File: config.mk
export PLATFORM = sky130hd
export DESIGN_NAME = trace_capture_ctrl
export DESIGN_NICKNAME = d
export VERILOG_FILES = /design/src/rtl/trace_capture_ctrl.sv
export SDC_FILE = /design/constraint.sdc
export NUM_CORES = 1
export LEC_CHECK = 0
export CAP_MARGIN = 10
export CELL_PAD_IN_SITES_DETAIL_PLACEMENT = 0
export CELL_PAD_IN_SITES_GLOBAL_PLACEMENT = 1
export CORE_MARGIN = 1
export CORE_UTILIZATION = 37
export CTS_BUF_LIST = sky130_fd_sc_hd__clkbuf_4
export CTS_CLUSTER_DIAMETER = 50
export CTS_CLUSTER_SIZE = 14
export DETAILED_ROUTE_END_ITERATION = 12
export GPL_ROUTABILITY_DRIVEN = 0
export PLACE_DENSITY_LB_ADDON = 0.1
export SYNTH_ARGS = -nofsm -noshare
export SYNTH_HDL_FRONTEND = slang
export SYNTH_SLANG_ARGS = --single-unit
export TNS_END_PERCENT = 20
File: constraint.sdc
create_clock -name clk -period 3.5 [get_ports clk]
set_input_delay 0.7 -clock clk [delete_from_list [all_inputs] [get_ports clk]]
set_output_delay 0.7 -clock clk [all_outputs]
set_load 0.01 [all_outputs]
File: src/rtl/trace_capture_ctrl.sv
// Trace capture sequencer: arm -> pre-trigger fill -> trigger -> post-trigger fill -> done.
// Optional trigger timestamp counter is enabled by defining TRACE_CAPTURE_TIMESTAMP_EN.
module trace_capture_ctrl #(
  parameter int TRACE_BUF_ADDR_WIDTH = 15,
  parameter int TS_WIDTH             = 32
) (
  input  logic                            clk,
  input  logic                            rstn,
  input  logic                            sample_tick,
  input  logic                            arm,
  input  logic                            abort,
  input  logic                            trig_in,
  input  logic [TRACE_BUF_ADDR_WIDTH-1:0] pre_len,
  input  logic [TRACE_BUF_ADDR_WIDTH-1:0] post_len,
  input  logic [TRACE_BUF_ADDR_WIDTH-1:0] buf_wr_addr,
  output logic                            cap_tick,
  output logic [1:0]                      state,
  output logic [TRACE_BUF_ADDR_WIDTH-1:0] trig_addr,
  output logic                            pre_short,
  output logic                            done,
  output logic [TS_WIDTH-1:0]             trig_ts
);

  localparam int AW = TRACE_BUF_ADDR_WIDTH;

  typedef enum logic [1:0] {
    IDLE = 2'd0,
    PRE  = 2'd1,
    POST = 2'd2,
    DONE = 2'd3
  } state_t;

  localparam logic [AW-1:0] PRE_ONE  = {{(AW-1){1'b0}}, 1'b1};
  localparam logic [AW:0]   POST_ONE = {{AW{1'b0}}, 1'b1};

  state_t        state_q;
  logic          trig_q;
  logic          cap_tick_q;
  logic          pre_short_q;
  logic [AW-1:0] trig_addr_q;
  logic [AW-1:0] pre_cnt_q;
  // One extra bit so the post counter never wraps at the maximum post_len.
  logic [AW:0]   post_cnt_q;

  logic          trig_edge_d;
  logic          pre_under_d;
  logic          post_last_d;

  assign trig_edge_d = trig_in & ~trig_q;
  assign pre_under_d = (pre_cnt_q < pre_len);
  assign post_last_d = ((post_cnt_q + POST_ONE) == {1'b0, post_len});

  always_ff @(posedge clk or negedge rstn) begin
    if (!rstn) begin
      state_q     <= IDLE;
      trig_q      <= 1'b0;
      cap_tick_q  <= 1'b0;
      pre_short_q <= 1'b0;
      trig_addr_q <= '0;
      pre_cnt_q   <= '0;
      post_cnt_q  <= '0;
    end else begin
      trig_q     <= trig_in;
      cap_tick_q <= sample_tick && ((state_q == PRE) || (state_q == POST));
      if (abort) begin
        state_q <= IDLE;
      end else begin
        case (state_q)
          IDLE, DONE: begin
            if (arm) begin
              state_q     <= PRE;
              pre_cnt_q   <= '0;
              post_cnt_q  <= '0;
              pre_short_q <= 1'b0;
              trig_addr_q <= '0;
            end
          end
          PRE: begin
            if (sample_tick && pre_under_d)
              pre_cnt_q <= pre_cnt_q + PRE_ONE;
            // pre_short judges the count before any tick landing on the trigger cycle.
            if (trig_edge_d) begin
              trig_addr_q <= buf_wr_addr;
              pre_short_q <= pre_under_d;
              state_q     <= (post_len == '0) ? DONE : POST;
            end
          end
          POST: begin
            if (sample_tick) begin
              post_cnt_q <= post_cnt_q + POST_ONE;
              if (post_last_d)
                state_q <= DONE;
            end
          end
          default: state_q <= IDLE;
        endcase
      end
    end
  end

`ifdef TRACE_CAPTURE_TIMESTAMP_EN
  logic [TS_WIDTH-1:0] ts_cnt_q;
  logic [TS_WIDTH-1:0] trig_ts_q;
  logic                trig_take_d;

  assign trig_take_d = trig_edge_d && (state_q == PRE) && !abort;

  always_ff @(posedge clk or negedge rstn) begin
    if (!rstn) begin
      ts_cnt_q  <= '0;
      trig_ts_q <= '0;
    end else begin
      ts_cnt_q <= ts_cnt_q + {{(TS_WIDTH-1){1'b0}}, 1'b1};
      if (trig_take_d)
        trig_ts_q <= ts_cnt_q;
    end
  end

  assign trig_ts = trig_ts_q;
`else
  assign trig_ts = '0;
`endif

  assign cap_tick  = cap_tick_q;
  assign state     = state_q;
  assign trig_addr = trig_addr_q;
  assign pre_short = pre_short_q;
  assign done      = (state_q == DONE);

endmodule
# [Word level (Yosys, flattened, before mapping)]
# Index checks and enable logic that the tools add are counted.
[op_classes] n_mul=0 reduce_logical=12 n_bitwise=3 addsub=2 n_shift=0 eq_ne=12 muxes=18 n_div=0 magnitude_cmp=1
[op_table] op="$pmux W15 S2" count=2
[op_table] op="$mux W15" count=3
[op_table] op="$mux W16" count=2
[op_table] op="$pmux W16 S2" count=1
[op_table] op="$add A16 B1 Y16 const B" count=1
[op_table] op="$eq A16 B15 Y1" count=1
[op_table] op="$reduce_and A4 Y1" count=4
[op_table] op="$add A15 B1 Y15 const B" count=1
[op_table] op="$logic_not A15 Y1" count=1
[op_table] op="$lt A15 B15 Y1" count=1
[op_table] op="$ne A3 B3 Y1 const B" count=4
[op_table] op="$mux W2" count=5
[op_table] op="$ne A2 B2 Y1 const B" count=3
[op_table] op="$pmux W2 S3" count=1
[op_table] op="$eq A2 B2 Y1 const B" count=2
[op_table] op="$reduce_bool A2 Y1" count=2
[op_table] op="$mux W1" count=3
[op_table] op="$eq A2 B1 Y1 const B" count=1
[op_table] op="$logic_and A1 B1 Y1" count=2
[op_table] op="$logic_not A2 Y1" count=1
[op_table] op="$ne A2 B1 Y1 const B" count=1
[op_table] op="$not A1 Y1" count=2
[op_table] op="$pmux W1 S2" count=1
[op_table] op="$reduce_or A2 Y1" count=1
[op_table] op="2 further kinds" count=2
[totals] rom_bits=0 memories=0 elab_cells=55 ramBits=0 output_inout_bits=52 reg_bits=51 latch_bits=0

# [Longest topological paths before layout]
[logic_depth] depth_word=6 depth_mapped=10

# [Least setup slack after synthesis]
# Ideal clock, no wire load.
[synth_path] kind="input-to-reg" from="input pre_len[8]" to="register pre_cnt_q[10]" required_ns=3.373 cell_stages=9 t_arrival_ns=2.607 setup_slack_ns=0.766 cell_sequence="inv_1 > ha_1 > a21o_1 > a21o_1 > a21oi_1 > o211ai_4 > a2111oi_4 > nand3_1 > mux2_1"
[synth_between] elab_chain_cells=4
[synth_lines] item="from (decl)" line_no="13" source="input logic [TRACE_BUF_ADDR_WIDTH-1:0] pre_len,"
[synth_lines] item="$lt A15 B15 Y1" line_no="50" source="assign pre_under_d = (pre_cnt_q < pre_len);"
[synth_lines] item="$logic_and A1 B1 Y1" line_no="79" source="if (sample_tick && pre_under_d)"
[synth_lines] item="$ne A2 B1 Y1 (no line)"
[synth_lines] item="$reduce_and A4 Y1 (no line)"
[synth_lines] item="to (signal assigned)" line_no="80" source="pre_cnt_q <= pre_cnt_q + PRE_ONE;"
[synth_lines] item="to (decl)" line_no="41" source="logic [AW-1:0] pre_cnt_q;"
# No other way between the ends.
# A chain may end at the register's enable or synchronous reset.

# [Worst setup path after layout]
[layout_path] from="input pre_len[8]" to="register pre_cnt_q[13]"
# The elaborated chain is that of the path after synthesis.

==> impl_metrics.json <==
{
  "clock_insertion_delay_worst_skew_ns": 0.38,
  "synth_cell_types": 50,
  "antenna_found_initial": 0,
  "die_area_um2": 10200,
  "cts_tree": "done",
  "status": "finished, final reports clean",
  "synth_area_per_cell_um2": 8.616,
  "layoutNonFillerInstCount": 616,
  "synth_edf_count": 0,
  "htreeDepth": 2,
  "synth_compound_area_frac": 0.1873,
  "die_width_um": 101.0,
  "cp-start-kind": "primary input",
  "synth_top_family_by_area": "simple AND/OR/NAND/NOR gates",
  "cap_viol_max_count": 0,
  "fmax_mhz": 339.1,
  "antenna_left": 0,
  "hold_viol": 0,
  "io_pins": 103,
  "critPathCaptureType": "register",
  "dominantRegCellSynth": "dfrtp_1",
  "layout_common_cells": "clkdlybuf4s50_1, nand2_1, dfrtp_1",
  "clock_sinks": 51,
  "numCtsBuffers": 5,
  "final.setup_skew_ns": 0.01310,
  "slew_headroom": 0.4045,
  "path_max_fanout": 11,
  "die_h_um": 101.0,
  "hold_class": "in -> async",
  "muxShareOfSynthArea": 0.01242,
  "vias_per_cell": 5.057,
  "num_vias": 3115,
  "synth_warnings": 0,
  "setup_tns_ns": 0,
  "track_usage": 0.1768,
  "vdd_drop_max_uv": 207.2,
  "grt_pass1_vias": 2856,
  "slew_viol_final": 0,
  "path_clk_slew_ns": 0.16,
  "cts_setup_buffers": 0,
  "p_leak_nw": 1.874,
  "area_growth_pct": 21.28,
  "worst_pin_slew_ns": 0.8933,
  "grt_max_degree": 38,
  "async_reset_ff_frac": 1.000,
  "core_area_um2": 9371,
  "drt_iter0_drc": 86,
  "timing.rr.end": "pre_cnt_q[13]",
  "yosys.area_share.simple": 0.2180,
  "placed_area_um2": 4333,
  "drive_gt1_frac": 0.05955,
  "root_buffer": "clkbuf_4",
  "rr_startpoint": "state[0]",
  "grt_pass1_wl_um": 14160,
  "start_util": 0.3870,
  "powerDensity_nw_per_um2": 452.7,
  "wl_per_cell_um": 14.00,
  "diodes": 0,
  "fin_crit_ns": 2.949,
  "rrSetupSlack_ns": 0.63,
  "grt_setup_unrepaired": "no",
  "finalPower_mw": 1.991,
  "utilization": 0.4694,
  "reg2reg_depth": 9,
  "synth-seq-cells": 51,
  "required_ns": 3.81,
  "io_buffers": 70,
  "grt_overflow_total": 0,
  "post-dp-hpwl_um": 6503,
  "clockBufferDepth": 2,
  "rows": 35,
  "period_share": 0.8425,
  "drc_errors": 0,
  "path_class": "in -> reg",
  "dr.pass1.iters": 4,
  "fin_nets": 556,
  "netlist_instances": 421,
  "post-place-cells": 608,
  "fill_cells": 973,
  "cp.arrival_ns": 3.26,
  "cts_hold_buf": 0,
  "finalInstanceArea_um2": 4399,
  "final-setup-viol-count": 0,
  "layout_commonest_cell": "clkdlybuf4s50_1",
  "syn_area_um2": 3627,
  "synth_adder_area_share": 0.06554,
  "post_cts_resized": 0,
  "routed_wl_um": 8627,
  "ys_seq_area_frac": 0.3518,
  "synthXorXnorAreaFrac": 0.05795
}
-- cell usage after synthesis (all sizes together) (6+ instances only) --
master,count,area [um2]
o31ai,8,60.06
nand3,13,65.06
dfrtp,51,1276
xnor2,20,175.2
nor4,6,37.54
a21o,6,45.04
a21oi,16,80.08
nand2,57,214.0
nor2b,8,57.55
a31oi,7,43.79
buf,36,264.0
nor2,20,75.07
clkbuf,13,48.80
inv,19,71.32
nand4,14,87.58
o21ai,40,207.7
ha,19,237.7
-- worst max-delay path, stage by stage --
cell and delay (ns):
clkdlybuf4s50_1 0.45, inv_1 0.04, ha_1 0.29, a21o_1 0.16, a21o_1 0.16, a21oi_1 0.27
o211ai_4 0.15, a21o_1 0.30, or4_1 0.54, a21oi_1 0.18
-- cell type report --
| cell class | instances | area [um2] | share of cell area |
|---|---|---|---|
| repair buffers | 76 | 740.7 | 0.1684 |
| inverters | 19 | 71.32 | 0.01621 |
| clock inverters | 3 | 28.78 | 0.006542 |
| flip-flops and latches | 51 | 1276 | 0.2901 |
| clock buffers | 5 | 37.54 | 0.008532 |
| multi-input cells | 333 | 2083 | 0.4735 |
| well taps | 129 | 161.4 | 0.03669 |
-- layer usage --
layer,routed length (um),global-route usage,vias to the layer above
met1,4062,0.2471,1456
met3,424,0.02913,7
met5,0,0,-
met4,92,0.03790,0
met2,4048,0.2871,84
li1,-,-,1568
-- sequential cells by signal, summed over array words and instances (netlist names) --
name / flops
cap_tick: 1
post_cnt_q: 16
pre_cnt_q: 15
pre_short: 1
state: 2
trig_addr: 15
trig_q: 1
-- cells by family (layout without fill, tap and decap cells) --
group           after synthesis  count (layout)
fa+ha+maj                    19              19
mux                           4               4
xor+xnor                     24              24
other cells                   1              32
compound gates              102             102
simple gates                152             152
flops                        51              51
buf+inv                      68             103
-- where the power goes --
group / internal, mW / switching [mW]
logic: 0.428 / 0.481
registers: 0.701 / 0.0807
clock network: 0.0865 / 0.215
total: 1.21 / 0.777
-- through the flow --
stage / hold WS (ns) / setup slack, ns
after floorplan: 0.4044 / 0.7657
after global placement: 0.4629 / 0.2282
after detailed placement: 0.4690 / 0.1752
after CTS: 0.2037 / 0.5526
after global routing: 0.2061 / 0.4210
final: 0.2022 / 0.5512
-- worst max path at each step --
| stage | from | cells after the start | slack [ns] | to |
|---|---|---|---|---|
| 2_1_floorplan | pre_len[8] | 9 | 0.77 | pre_cnt_q[10] |
| 3_3_place_gp | pre_len[8] | 10 | 0.23 | pre_cnt_q[12] |
| 3_5_place_dp | pre_len[8] | 10 | 0.18 | pre_cnt_q[13] |
| 4_1_cts | pre_len[8] | 10 | 0.55 | pre_cnt_q[13] |
| 5_1_grt | pre_len[8] | 10 | 0.42 | pre_cnt_q[13] |
| 6_report | pre_len[8] | 10 | 0.55 | pre_cnt_q[13] |
No activity file was read; power rests on OpenSTA's default activity.
